--- config.mk ---
export PLATFORM = sky130hd
export DESIGN_NAME = usb_rx_sequencer
export DESIGN_NICKNAME = d
export VERILOG_FILES = /design/src/rtl/usb_rx_sequencer.sv
export SDC_FILE = /design/constraint.sdc
export NUM_CORES = 1
export LEC_CHECK = 0
export CAP_MARGIN = 20
export CELL_PAD_IN_SITES_DETAIL_PLACEMENT = 1
export CELL_PAD_IN_SITES_GLOBAL_PLACEMENT = 2
export CORE_MARGIN = 2
export CORE_UTILIZATION = 35
export DETAILED_ROUTE_END_ITERATION = 8
export GPL_ROUTABILITY_DRIVEN = 0
export GPL_TIMING_DRIVEN = 0
export PLACE_DENSITY_LB_ADDON = 0.2
export SYNTH_ARGS = -nofsm -noshare
export SYNTH_HDL_FRONTEND = slang
export SYNTH_SLANG_ARGS = --single-unit
--- constraint.sdc ---
create_clock -name clk -period 3.13 [get_ports clk]
set_input_delay 0.4695 -clock clk [delete_from_list [all_inputs] [get_ports clk]]
set_output_delay 0.4695 -clock clk [all_outputs]
set_load 0.1 [all_outputs]
--- src/rtl/usb_rx_sequencer.sv ---
// USB receive sequencer: SYNC hunt, bit destuffing, LSB-first byte packing and EOP detection.
// Optional saturating error counter is built when USB_RX_ERR_CNT_EN is defined.
module usb_rx_sequencer #(
  parameter int SYNC_MIN_ZEROS = 4,
  parameter int MAX_BYTES      = 64,
  parameter int IDLE_J_CYCLES  = 8
) (
  input  logic                               clk,
  input  logic                               nRST,
  input  logic                               rx_dp,
  input  logic                               rx_dm,
  input  logic                               dec_bit,
  output logic                               dec_en,
  output logic                               rx_active,
  output logic [7:0]                         rx_data,
  output logic                               rx_valid,
  output logic [$clog2(MAX_BYTES+1)-1:0]     rx_count,
  output logic                               eop,
  output logic                               rx_error,
  output logic [7:0]                         err_count
);
  localparam int CW = $clog2(MAX_BYTES + 1);
  localparam int JW = $clog2(IDLE_J_CYCLES + 1);
  localparam logic [1:0] LN_J   = 2'b10;
  localparam logic [1:0] LN_K   = 2'b01;
  localparam logic [1:0] LN_SE0 = 2'b00;

  typedef enum logic [2:0] {S_IDLE, S_SYNC, S_DATA, S_EOP, S_ERROR} state_t;

  state_t        state;
  logic [1:0]    line_now, line_d;
  logic          sync_first;
  logic [2:0]    zero_cnt;
  logic [2:0]    ones_cnt;
  logic [2:0]    bit_cnt;
  logic [6:0]    shift_reg;
  logic [1:0]    se0_cnt;
  logic [JW-1:0] j_cnt;

  logic data_se0, stuff_pend, stuff_err, partial_err, byte_done, overflow_err, eop_err, err_now;

  assign line_now = {rx_dp, rx_dm};

  // dec_bit and line_d describe the same line sample, so every DATA/EOP decision uses line_d.
  assign data_se0     = (state == S_DATA) && (line_d == LN_SE0);
  assign stuff_pend   = (ones_cnt == 3'd6);
  assign stuff_err    = (state == S_DATA) && !data_se0 && stuff_pend && dec_bit;
  assign partial_err  = data_se0 && (bit_cnt != 3'd0);
  assign byte_done    = (state == S_DATA) && !data_se0 && !stuff_pend && (bit_cnt == 3'd7);
  assign overflow_err = byte_done && (rx_count == CW'(MAX_BYTES));
  assign eop_err      = (state == S_EOP) &&
                        ((line_d == LN_K) || ((line_d == LN_SE0) && (se0_cnt == 2'd3)));
  assign err_now      = stuff_err || partial_err || overflow_err || eop_err;

  always_ff @(posedge clk) begin
    if (!nRST) begin
      state      <= S_IDLE;
      line_d     <= 2'b00;
      sync_first <= 1'b0;
      zero_cnt   <= 3'd0;
      ones_cnt   <= 3'd0;
      bit_cnt    <= 3'd0;
      shift_reg  <= 7'd0;
      se0_cnt    <= 2'd0;
      j_cnt      <= '0;
      dec_en     <= 1'b0;
      rx_active  <= 1'b0;
      rx_data    <= 8'd0;
      rx_valid   <= 1'b0;
      rx_count   <= '0;
      eop        <= 1'b0;
      rx_error   <= 1'b0;
    end else begin
      line_d   <= line_now;
      rx_valid <= 1'b0;
      eop      <= 1'b0;
      rx_error <= 1'b0;
      if (err_now) begin
        state     <= S_ERROR;
        rx_error  <= 1'b1;
        rx_active <= 1'b0;
        dec_en    <= 1'b0;
        j_cnt     <= '0;
      end else begin
        case (state)
          S_IDLE: begin
            if (line_now == LN_K) begin
              state      <= S_SYNC;
              dec_en     <= 1'b1;
              sync_first <= 1'b1;
              zero_cnt   <= 3'd0;
            end
          end
          S_SYNC: begin
            // First decoded bit after enabling is the decoder's forced idle 1.
            if (sync_first) begin
              sync_first <= 1'b0;
            end else if (line_d == LN_SE0) begin
              state  <= S_IDLE;
              dec_en <= 1'b0;
            end else if (!dec_bit) begin
              if (zero_cnt == 3'd6) begin
                state  <= S_IDLE;
                dec_en <= 1'b0;
              end else begin
                zero_cnt <= zero_cnt + 3'd1;
              end
            end else if (zero_cnt >= 3'(SYNC_MIN_ZEROS)) begin
              state     <= S_DATA;
              rx_active <= 1'b1;
              rx_count  <= '0;
              ones_cnt  <= 3'd0;
              bit_cnt   <= 3'd0;
            end else begin
              state  <= S_IDLE;
              dec_en <= 1'b0;
            end
          end
          S_DATA: begin
            if (line_d == LN_SE0) begin
              state   <= S_EOP;
              se0_cnt <= 2'd1;
            end else if (stuff_pend) begin
              ones_cnt <= 3'd0;
            end else begin
              ones_cnt  <= dec_bit ? ones_cnt + 3'd1 : 3'd0;
              shift_reg <= {dec_bit, shift_reg[6:1]};
              bit_cnt   <= bit_cnt + 3'd1;
              if (byte_done) begin
                rx_data  <= {dec_bit, shift_reg};
                rx_valid <= 1'b1;
                rx_count <= rx_count + CW'(1);
              end
            end
          end
          S_EOP: begin
            if (line_d == LN_J) begin
              state     <= S_IDLE;
              eop       <= 1'b1;
              rx_active <= 1'b0;
              dec_en    <= 1'b0;
            end else if (line_d == LN_SE0) begin
              se0_cnt <= se0_cnt + 2'd1;
            end
          end
          S_ERROR: begin
            if (line_now == LN_J) begin
              if (j_cnt == JW'(IDLE_J_CYCLES - 1)) begin
                state <= S_IDLE;
                j_cnt <= '0;
              end else begin
                j_cnt <= j_cnt + JW'(1);
              end
            end else begin
              j_cnt <= '0;
            end
          end
          default: state <= S_IDLE;
        endcase
      end
    end
  end

`ifdef USB_RX_ERR_CNT_EN
  logic [7:0] err_cnt_reg;
  always_ff @(posedge clk) begin
    if (!nRST)
      err_cnt_reg <= 8'h00;
    else if (rx_error && (err_cnt_reg != 8'hFF))
      err_cnt_reg <= err_cnt_reg + 8'h01;
  end
  assign err_count = err_cnt_reg;
`else
  assign err_count = 8'h00;
`endif

endmodule
# Yosys cells after proc, flatten, opt, wreduce, memory -nomap -nowiden
# Index checks and enable logic that the tools add are counted.
[totals]
regBits = 48
inputBits = 5
out_inout_bits = 28
word_cells = 168
[op_classes]
add_sub_neg = 6
magnitude_cmp = 1
eq_ne = 39
n_mux = 60
bitwise = 6
n_reduce_logical = 39
[op_table]
columns = ["cell", "n"]
rows = [
  ["$mux 3", 24],
  ["$mux 7", 7],
  ["$ne 2x2->1 const B", 14],
  ["$reduce_and 7->1", 4],
  ["$pmux 3 s2", 3],
  ["$pmux 3 s5", 1],
  ["$mux 1", 14],
  ["$pmux 7 s2", 1],
  ["$eq 3x3->1 const B", 4],
  ["$ne 3x3->1 const B", 4],
  ["$reduce_and 6->1", 2],
  ["$logic_and 1x1->1", 10],
  ["$reduce_and 5->1", 2],
  ["$add 3x1->3 const B", 3],
  ["$reduce_and 9->1", 1],
  ["$mux 2", 4],
  ["$mux 4", 2],
  ["$ne 4x4->1 const B", 2],
  ["$reduce_and 8->1", 1],
  ["$reduce_bool 2->1", 4],
  ["$add 7x1->7 const B", 1],
  ["$eq 7x7->1 const B", 1],
  ["$eq 2x2->1 const B", 3],
  ["$eq 3x2->1 const B", 2],
  ["23 further kinds", 37],
]

# Depth between registers and ports, before layout
# Gate-level depths: netlist (run 1).
[logic_depth]
ltp_word = 11
mapped_depth = 8
ltp_nobuf = 7

# Least setup slack after synthesis (run 1)
# OpenSTA, ideal clock, no wires.
[synth_timing]
kind = "register to register"
from = "register rx_count[0]"
to = "register state[0]"
setup_time_ns = 0.087
arrival_time_ns = 2.465
required_time_ns = 3.043
slack_ns = 0.577
path_stages_with_launch = 9
path_buffers = 1
period_less_slack_ns = 2.553
path_cell_list = "dfxtp_1 > inv_1 > ha_1 > nor2b_1 > nand4_1 > a21oi_2 > or3_1 > buf_6 > nor4_4"
[synth_via]
elab_chain_cells = 5
[synth_rtl]
columns = ["item", "line_no", "source"]
rows = [
  ["start, declared", "17", "output logic [$clog2(MAX_BYTES+1)-1:0] rx_count,"],
  ["start signal, assigned", "132", "rx_count <= rx_count + CW'(1);"],
  ["$eq 7x7->1", "50", "assign overflow_err = byte_done && (rx_count == CW'(MAX_BYTES));"],
  ["$logic_and 1x1->1", "50", ""],
  ["$logic_or 1x1->1 (2 in a row)", "53", "assign err_now = stuff_err || partial_err || overflow_err || eop_err;"],
  ["$reduce_or 2->1 (no source line)", "--", ""],
  ["end signal, assigned", "57", "state <= S_IDLE;"],
  ["end signal, assigned", "79", "state <= S_ERROR;"],
  ["end signal, assigned", "88", "state <= S_SYNC;"],
  ["end, declared", "30", "state_t state;"],
]
# Every way passes these cells.
# A chain may end at the register's enable or synchronous reset.

# Final worst setup path (run 1)
[layout_timing]
from = "register rx_count[2]"
to = "output rx_count[2]"
# No word-level cell between the ends.

==> results of run 1 <==
==> area by class of cell <==
type                            count  area (µm²)  share of cell area
Clock inverter                      3        46.3              0.0162
Multi-Input combinational cell    205        1290               0.453
Tap cell                           80         100              0.0350
Buffer                             21         124              0.0433
Clock buffer                        5        68.8              0.0240
Timing Repair Buffer               24         240              0.0840
Sequential cell                    48         961               0.336
Inverter                            7        26.3             0.00918
==> synthesized netlist by cell type, drive strengths merged, types with 2 or more instances <==
master   n  area [µm²]
a21oi   18        93.8
or3      4        25.0
dfxtp   48         961
o21ai   10        53.8
nand3b   2        15.0
and4     2        17.5
ha      11         138
clkbuf   8        30.0
nor3     5        25.0
o211ai   2        15.0
mux2i   17         170
nand4    6        37.5
or2      3        18.8
and3     3        18.8
or3b     2        17.5
and2     2        12.5
a311oi   2        17.5
nand2   25        93.8
nor3b    2        20.0
nor2b    7        43.8
nand3   10        50.1
nor4     2        27.5
o22ai    3        18.8
o31ai    2        15.0
a31oi    3        18.8
inv      6        22.5
buf     13        93.8
nor2    34         130
nand2b   4        25.0
==> logic make-up after synthesis <==
group	after synthesis
buffers and inverters	28
flip-flops	48
AND/OR/NAND/NOR	117
other	1
AO/OA/AOI/OAI	50
XOR/XNOR	2
adder cells (fa/ha/maj)	11
multiplexers	17
==> routing by layer <==
| metal | GRT usage | part of all wire |
|---|---|---|
| met1 | 0.209 | 0.49 |
| met2 | 0.273 | 0.48 |
| met5 | 0 | 0 |
| met3 | 0.0333 | 0.020 |
| met4 | 0.0426 | 0.0090 |
==> worst max path at each step <==
stage,endpoint,slack (ns),cells after the start
4_1_cts,rx_count[2],0.69,1
5_1_grt,rx_count[4],0.54,8
6_report,rx_count[2],0.70,1
3_5_place_dp,rx_count[0],0.50,6
2_1_floorplan,state[0],0.58,8
3_3_place_gp,rx_count[0],0.51,6
==> per-stage QoR <==
step	instances	setup slack [ns]	power, W	area (µm²)
after global placement	385	0.513	0.000755	2750
final	393	0.703	0.00122	2860
after CTS	393	0.690	0.00123	2860
after global routing	393	0.541	0.00127	2860
after floorplan	281	0.577	0.000731	2410
after detailed placement	385	0.498	0.000756	2750
==> power breakdown <==
part | internal (W) | switching (W)
Combinational | 0.0000306 | 0.0000895
Clock | 0.000241 | 0.000233
Sequential | 0.000616 | 0.00000517
Total | 0.000887 | 0.000328
==> flow_results.org, run 1 <==
** Synthesis
- Counting every instance in the synthesized netlist gives roughly 270.
- Among all flip-flop cells after synthesis, the most frequent one is dfxtp_1.
- The synthesized design contains 0 enable-type register cells.
- Of the total synthesized cell area, the portion taken by XOR and XNOR cells is 0.00736.
- Post-Syn Area per Cell :: around 8.7 µm²
- In the synthesized netlist the async set-or-reset flop fraction comes to 0.
- Of the total synthesized cell area, the portion taken by full adders, half adders and majority gates is 0.0578.
- Netlist area before placement :: 2380 µm²
- After synthesis, the largest family of logic cells by area is simple AND/OR/NAND/NOR gates.
- Synth Area in Compound Gates :: 0.135
- After synthesis, the share of cell area in mux cells is 0.0715.
- Simple-gate share of the synthesized area :: 0.260
- Flops & latches, synth :: 48
- During synthesis, Yosys emitted a total of 0 warnings.
- Seq/Total Area, Yosys :: 0.404
- Number of distinct library cells after synthesis :: 56

** STA
- The count of endpoints failing hold in the final timing report was 0.
- The tightest hold path in the finished design has a slack of 0.474 ns.
- Setup violations remaining at the end of the flow were counted as 0.
- Slew of the pin with the lowest slew margin :: 0.975 ns
- Setup repair after global routing left no endpoint under its margin.
- The clock arrives with slightly above 0.009 ns of skew.
- The count of final max-slew check failures is 0.
- Normalized max-slew margin :: 0.348
- Min Clock Period, post-route :: 2.43 ns
- Total negative setup slack :: 0 ns
- Fmax :: 412 MHz
- Of the available clock period, the critical path in the final layout requires 0.775.

** Worst setup path
- STA classifies the critical path endpoint as a primary output.
- Terminus of the critical flop-to-flop path :: rx_valid
- The startpoint identified for the worst register-to-register timing path is ones_cnt[0].
- Data arrival time of the critical path :: around 2 ns
- CP Data Required Time :: 2.66 ns
- Worst reg2reg path depth :: 8
- Slowest Stage Delay on Critical Path :: about 1.2 ns
- The signal on the critical path passes through clkdlybuf4s50_1.
- The most critical setup path has its startpoint at rx_count[2].
- Along the worst path, the maximum fanout reaches 8.
- The worst setup path is launched from a flop.
- The critical path is of the reg -> out type.
- R2R Setup Slk :: ~0.8 ns
- Sum of buffers and inverters on the critical path :: 1
- The slowest stage of the critical path is the clkdlybuf4s50_1 cell.
- Kind of cell with the highest combined delay on the critical path :: buffers and inverters

** Job
- The tool flagged a number of max-cap violations equal to 0.

** CTS
- Post-CTS timing repair inserted 0 buffers for setup.
- The cell sitting at the root of the clock tree is a clkbuf_8.
- Clk_lat worst skew :: about 0.31 ns
- TritonCTS built the clock tree.
- Number of gates given a new drive strength after cts :: 0
- Hold repair after CTS inserted 0 buffers.
- Number of H-tree levels :: 2
- Sink Count :: 48
- Worst-case clock buffer depth :: 2
- TritonCTS buffer count :: 5
- Clock slew at reported path FFs :: approximately 0.10 ns

** Hold path
- Counting instances, the worst hold path has a depth of 2.
- Class of the most critical hold timing path :: reg -> reg
- For hold timing, the worst endpoint is se0_cnt[1].
- Hold_sp :: se0_cnt[1]

** Power and ir drop
- IR analysis of the VDD net gives a maximum drop of around 0.19 mV.
- Dividing total power by cell area gives a power density of approximately 420 nW/µm².
- The analysis attributes to cell leakage a power of 1.17 nW.

** Place
- Once detailed placement completed, the half-perimeter wirelength came to between 4000 and 5000 µm.
- Port Buffer Count :: 24

** Detailed routing
- For this run, the detailed router's first-pass iteration total came to 4.
- Detailed-route wire length per cell :: 14.5 µm
- In this run the remaining antenna-violating nets after routing total 0.
- Post-Route WL :: about 5700 µm
- Residual DRC :: 0
- Initial detailed-routing violation count :: 66
- Number of vias after detailed routing :: 2019
- Via density per instance :: a little over 5

** Die
- Initial Utilization :: 0.356
- 33 I/O pins were placed.
- Num rows :: 30
- In this run the horizontal extent of the chip is roughly 86 µm.
- In this run the standard cell core region covers roughly 6700 µm².
- Die height :: roughly 86 µm
- Area of the die :: about 7500 µm²

** Final layout
- The library cell used most frequently in the layout, excluding fill and tap cells, is dfxtp_1.
- The register with the most flip-flops in the layout has 8 of them.
- Ant diodes :: 0
- Commonest cells after routing, fill and taps aside :: dfxtp_1, nor2_1, nand2_1
- In the final layout, the share of cells above drive strength 1 is 0.0958.
- Once layout is complete, the utilization of the core stands at 0.428.
- After filler insertion, the fill cell instance count of the layout stands at ~800.
- Layout Area Growth over Synthesis :: 20.2%
- Final net count :: 328

** GRT
- GR Overflow Total :: 0
- The number of global-route vias before repair was a little under 2000.
- The number of antenna violations at the first check in global routing came to 0.
- Entering global routing, the biggest net connects 17 pins.
- Aggregate global-route resource usage :: 0.161
- Global-route wire length before repair :: ~9600 µm

** Outcome
- The run finished with clean final reports.
(Power assumes the default switching activity.)
==> inputs of run 2 (changes only) <==
--- a/config.mk
+++ b/config.mk
@@ -9,7 +9,7 @@
 export CELL_PAD_IN_SITES_DETAIL_PLACEMENT = 1
 export CELL_PAD_IN_SITES_GLOBAL_PLACEMENT = 2
 export CORE_MARGIN = 2
-export CORE_UTILIZATION = 35
+export CORE_UTILIZATION = 33
 export DETAILED_ROUTE_END_ITERATION = 8
 export GPL_ROUTABILITY_DRIVEN = 0
 export GPL_TIMING_DRIVEN = 0
==> constraint.sdc (replaced) <==
create_clock -name clk -period 2.4 [get_ports clk]
set_input_delay 0.36 -clock clk [delete_from_list [all_inputs] [get_ports clk]]
set_output_delay 0.36 -clock clk [all_outputs]
set_load 0.1 [all_outputs]
==> flow_results.org, run 2 (synthesis results as in run 1) <==
** STA
- After layout, the minimum clock period comes to roughly 2.3 ns.
- Slew of the pin with the lowest slew margin :: 0.971 ns
- Setup violations remaining at the end of the flow were counted as 0.
- For this run, the top clock speed supported by timing is 431 MHz.
- RSZ-0062 raised after global routing :: false
- Final count of hold timing violations :: 0
- Pins over their slew limit :: 0
- Of the available clock period, the critical path in the final layout requires 0.967.
- On the final layout, the worst clock skew is roughly 0.0053 ns.
- Normalized max-slew margin :: 0.351

** Detailed routing
- In the final routed layout, each cell accounts on average for ~15 µm.
- Antenna Violating Nets Remaining :: 0
- Via density per instance :: 4.96
- Post-Route WL :: between 5000 and 6000 µm
- Residual DRC :: 0
- After the first detailed-routing iteration, the DRC count stood at 74.
- The detailed router placed just over 2000 vias in this run.
- Total iterations of the first detailed-routing run :: 4

** Worst setup path
- The critical path ends at rx_count[2].
- Critical Path Start :: rx_count[2]
- Data arrival time of the critical path :: slightly below 2 ns
- Setup CP Type :: reg -> out
- Terminus of the critical flop-to-flop path :: rx_count[0]
- In this run the worst path has a maximum fanout of 8.
- CP Capture Type :: primary output
- Worst reg2reg path depth :: 7
- The worst register-to-register path begins at state[0].
- The setup check on the worst reg-to-reg path leaves a slack of between 0.2 and 0.3 ns.
- The kind of cell with the highest combined delay along the critical path is buffers and inverters.
- Counting both buffers and inverters, the worst setup path holds a total of 1.
- The largest single stage delay on the critical path is between 1 and 1.5 ns.
- Startpoint kind of the worst setup timing path :: flop
- In this run the number of cells on the critical path is 1.
- Worst path slowest cell :: clkdlybuf4s50_1
- Traced cell by cell, the critical path runs through clkdlybuf4s50_1.
- CP Data Required Time :: 2.04 ns

** Final layout
- Cell Count, Final, Fillers Out :: ~400
- The final layout contains around 330 nets.
- Commonest cells after routing, fill and taps aside :: dfxtp_1, nor2_1, nand2_1
- The library cell used most frequently in the layout, excluding fill and tap cells, is dfxtp_1.
- Relative to the synthesized area, the layout overhead comes to 21.8%.
- Fillcell total :: around 830
- The repair_antennas step left the layout with diodes totalling 0.
- Fraction of layout cells with a size suffix above 1 :: 0.105
- Measured on the finished design, the core utilization comes to 0.422.
- Number of flip-flops in the largest register :: 8

** CTS
- TritonCTS clock tree :: done
- TritonCTS buffer count :: 5
- The H-tree generated during clock tree synthesis spans 2 levels.
- The tree built by TritonCTS fans out to 48 sinks.
- In this run the clock root is driven by a clkbuf_8.
- Number of gates given a new drive strength after cts :: 0
- Number of buffers inserted by hold repair at cts :: 0
- After clock tree synthesis, the clock-pin slew on the worst setup and hold paths is 0.10 ns.
- Worst-case clock buffer depth :: 2
- The later pin in the worst-skew pair is clocked with a latency of about 0.3 ns.
- Buffers added to address setup during post-CTS repair amount to 0.

** Hold path
- The path class of the tightest hold or removal check is reg -> reg.

** GRT
- Vias in the first global route :: around 2000
- Global-route wire length before repair :: a little under 10000 µm
- The number of antenna violations at the first check in global routing was 0.
- Aggregate global-route resource usage :: 0.163
- GR Overflow Total :: 0
- Maximum number of pins on one net before global-route repair :: 17

** Place
- Detailed placement HPWL :: 4350 µm
- Post-placement cell count :: 401
- Port Buffer Count :: 24

** Outcome
- Result of the run :: complete, no violations

** Die
- The core region is about 6900 µm².
- Measured along the y axis, the die boundary spans between 80 and 90 µm.
- The die covers a little under 8000 µm².
- For this design the top-level I/O count stands at 33.
- Num rows :: 30
- For this configuration, the core starts out at a cell density of 0.346.
- Die X :: 88.9 µm

** Power and ir drop
- IR analysis of the VDD net gives a maximum drop of 0.286 mV.
- The design draws ~0.0016 W.
- Static Leak :: around 1.2 nW
- Areal power density over the cells :: 548 nW/µm²

** Job
- MaxCap Viol Count :: 0
==> run 2: cell types whose count changed in the layout (fill, tap and decap cells not counted), sizes merged <==
| cell | before | now |
|---|---|---|
| clkinvlp | 1 | 0 |
| inv | 7 | 6 |
| clkinv | 1 | 3 |
==> run 2: report_power, final <==
| part | switching [W] | internal, W |
|---|---|---|
| Clock | 0.000303 | 0.000315 |
| Combinational | 0.000118 | 0.0000407 |
| Sequential | 0.00000762 | 0.000803 |
| Total | 0.000429 | 0.00116 |
==> run 2: cell type report <==
| class | instances | area [µm²] | share of cell area |
|---|---|---|---|
| Timing Repair Buffer | 24 | 240 | 0.0829 |
| Inverter | 7 | 26.3 | 0.00907 |
| Clock inverter | 3 | 47.5 | 0.0164 |
| Multi-Input combinational cell | 205 | 1310 | 0.451 |
| Clock buffer | 5 | 68.8 | 0.0237 |
| Buffer | 21 | 124 | 0.0427 |
| Tap cell | 96 | 120 | 0.0415 |
| Sequential cell | 48 | 963 | 0.332 |
==> run 2: per-stage QoR <==
stage / hold WS [ns] / setup slack (ns) / instance area, µm² / TNS (ns)
floorplan: 0.438 / 0.138 / 2410 / 0
global placement: 0.447 / -0.162 / 2770 / -0.500
detailed placement: 0.456 / -0.145 / 2770 / -0.455
CTS: 0.475 / 0.0587 / 2890 / 0
global route: 0.508 / 0.00741 / 2900 / 0
finish: 0.472 / 0.0787 / 2900 / 0
==> run 2: layer usage <==
layer,GRT usage,vias up,share of wire,wire length (µm)
li1,-,1028,-,-
met5,0,-,0,0
met2,0.258,21,0.46,2740
met4,0.0413,0,0.0082,49
met1,0.228,975,0.51,3010
met3,0.0323,4,0.025,147
==> run 2: worst min-delay path by stage <==
| stage | start | end | slack (ns) | cells after the start |
|---|---|---|---|---|
| floorplan | se0_cnt[1] | se0_cnt[1] | 0.44 | 2 |
| global placement | rx_data[7] | rx_data[7] | 0.45 | 2 |
| detailed placement | rx_data[7] | rx_data[7] | 0.46 | 2 |
| CTS | rx_data[7] | rx_data[7] | 0.47 | 2 |
| global route | se0_cnt[1] | se0_cnt[1] | 0.51 | 2 |
| finish | rx_data[7] | rx_data[7] | 0.47 | 2 |
==> inputs of run 3 (changes only) <==
--- a/config.mk
+++ b/config.mk
@@ -8,7 +8,7 @@
 export CAP_MARGIN = 20
 export CELL_PAD_IN_SITES_DETAIL_PLACEMENT = 1
 export CELL_PAD_IN_SITES_GLOBAL_PLACEMENT = 2
-export CORE_MARGIN = 2
+export CORE_MARGIN = 10
 export CORE_UTILIZATION = 33
 export DETAILED_ROUTE_END_ITERATION = 8
 export GPL_ROUTABILITY_DRIVEN = 0
==> flow_results.org, run 3 (synthesis results as in run 1) <==
** Outcome
- The run finished with clean final reports.

** STA
- Setup repair after global routing left no endpoint under its margin.
- Final count of hold timing violations :: 0
- Across the routed clock network, the largest skew measured is around 0.0064 ns.
- The smallest clock period supported by the final layout is computed as around 2.3 ns.
- Setup violations remaining at the end of the flow were counted as 0.
- The count of final max-slew check failures was 0.
- Fmax :: 437 MHz
- For the pin with the worst max-slew slack, the measured transition is between 0.9 and 1 ns.
- After layout, the worst setup slack is ~0.11 ns.
- Part of the cycle the worst path needs :: 0.954
- Measured against its own limit, the worst slew margin works out to 0.346.
- Hold timing on the final database bottoms out at a slack of between 0.4 and 0.5 ns.

** Worst setup path
- On the critical path, the stage with the largest delay is an instance of clkdlybuf4s50_1.
- Startpoint kind of the worst setup timing path :: flop
- Data arrival time of the critical path :: 1.93 ns
- Cell depth of the worst setup path :: 1
- Largest fanout on the critical path :: 7
- Startpoint of the worst register-to-register path :: state[0]
- Kind of cell with the highest combined delay on the critical path :: buffers and inverters
- Terminus of the critical flop-to-flop path :: rx_data[6]
- Together, buffers and inverters on the worst path number 1.
- Traced cell by cell, the critical path runs through clkdlybuf4s50_1.
- The worst setup path is captured at a primary output.
- Setup slack on the worst reg-to-reg path comes out at roughly 0.24 ns.
- Slowest Stage Delay on Critical Path :: around 1.2 ns
- The critical path is of the reg -> out type.
- Worst reg2reg path depth :: 7
- Data on the critical path is required at its endpoint by around 2.0 ns.

** Final layout
- Cell area after layout :: 2870 µm²
- Layout Area Growth over Synthesis :: 20.8%
- Fraction of layout cells with a size suffix above 1 :: 0.105
- Commonest cells after routing, fill and taps aside :: dfxtp_1, nor2_1, nand2_1
- In the final design database the tool counted roughly 330 nets.
- Measured on the finished design, the core utilization comes to 0.416.
- 0 antenna diodes ended up in the layout.
- Most common cell after layout, fill and taps aside :: dfxtp_1
- Number of flip-flops in the largest register :: 8

** Place
- After detailed placement, the total cell area comes to about 2800 µm².
- Pre-CTS setup slack :: -0.156 ns
- The count of buffers added on input and output ports is 24.
- Detailed placement HPWL :: 4450 µm

** Hold path
- Class of the most critical hold timing path :: reg -> reg
- In this run the most critical hold path is launched from rx_data[7].
- Counting instances, the worst hold path has a depth of 2.
- Hold-critical path endpoint :: rx_data[7]

** Power and ir drop
- Dividing total power by cell area gives a power density of approximately 520 nW/µm².
- Of the total power, the share spent switching nets is 0.283.
- Across the VDD grid, the largest voltage drop is around 0.3 mV.
- The design draws between 0.0015 and 0.002 W.
- Of the total power, registers draw 0.538.
- P_int :: between 0.001 and 0.0015 W
- Of the total power, the clock network draws 0.357.
- Of the total power, combinational logic draws 0.105.
- Summed over all nets, the switching power comes to around 0.00043 W.
- Static Leak :: about 1.2 nW

** Detailed routing
- The first detailed-routing pass took 4 iterations.
- In the routed design, unresolved DRC markers number 0.
- Via density per instance :: between 5 and 6
- Detailed-route wire length per cell :: around 15 µm
- For this block, the routed nets add up to approximately 6200 µm of wire.
- Initial detailed-routing violation count :: 68
- Number of vias after detailed routing :: 2064
- In this run the remaining antenna-violating nets after routing total 0.

** GRT
- Aggregate global-route resource usage :: 0.114
- Global-route wire length before repair :: between 10000 and 15000 µm
- Maximum number of pins on one net before global-route repair :: 16
- The total overflow left after global routing is 0.
- Vias in the first global route :: 2112
- Antenna violations before repair :: 0

** CTS
- CTS saw 48 sinks.
- Number of H-tree levels :: 2
- TritonCTS built the clock tree.
- The clock passes through at most 2 buffers.
- Clock latency on the worst-skew pair, taken at its later pin, is ~0.31 ns.
- Clock tree synthesis selected as its root buffer the cell clkbuf_8.
- Number of buffers inserted by hold repair at cts :: 0
- Clock slew at reported path FFs :: 0.10 ns
- TritonCTS buffer count :: 5

** Die
- For this design the top-level I/O count stands at 33.
- The floorplan step defined a core boundary enclosing ~6900 µm².
- Area of the die :: about 11000 µm²
- Initial Utilization :: 0.345
- The floorplan step set the die height to approximately 100 µm.
- Die X :: 105 µm
- Num rows :: 30

** Job
- The tool flagged a number of max-cap violations equal to 0.
## run 3: through the flow
step                      setup TNS [ns]  instances
final                                  0        409
after global routing                   0        409
after CTS                              0        409
after detailed placement          -0.436        401
after global placement            -0.703        401
after floorplan                        0        281
## run 3: layout make-up
cell class / instances / area (µm²)
buffer: 21 / 124
clock buffer: 6 / 82.6
clock inverter: 2 / 13.8
fill: 850 / 4030
inverter: 7 / 26.3
multi-input combinational: 205 / 1300
sequential: 48 / 963
tap: 96 / 120
timing repair buffer: 24 / 243
## run 3: how the worst max path moves through the flow
stage / start / to / slack [ns]
final: rx_count[3] / rx_count[3] / 0.11
after global routing: dec_bit / rx_count[1] / 0.0009
after CTS: rx_count[2] / rx_count[2] / 0.03
after detailed placement: dec_bit / rx_count[0] / -0.16
after global placement: dec_bit / rx_count[0] / -0.18
after floorplan: rx_count[6] / se0_cnt[0] / 0.14
## run 3: repair_timing
action / CTS / global route
gates resized for setup: 0 / 2
buffers inserted: 0 / 0
setup endpoints to repair: 0 / 30
## run 3: power by group through the flow
stage,clock network [W],logic [W],registers [W]
final,0.000537,0.000159,0.000811
after global routing,0.000595,0.000171,0.000813
after CTS,0.000560,0.000159,0.000811
after detailed placement,0,0.000159,0.000829
after global placement,0,0.000159,0.000829
after floorplan,0,0.000118,0.000835
## run 3: per-layer routing
metal / routed length (µm) / part of all wire / GRT usage
met4: 59 / 0.0095 / 0.0324
met5: 0 / 0 / 0
met3: 265 / 0.043 / 0.0313
met1: 2900 / 0.47 / 0.143
met2: 2960 / 0.48 / 0.187
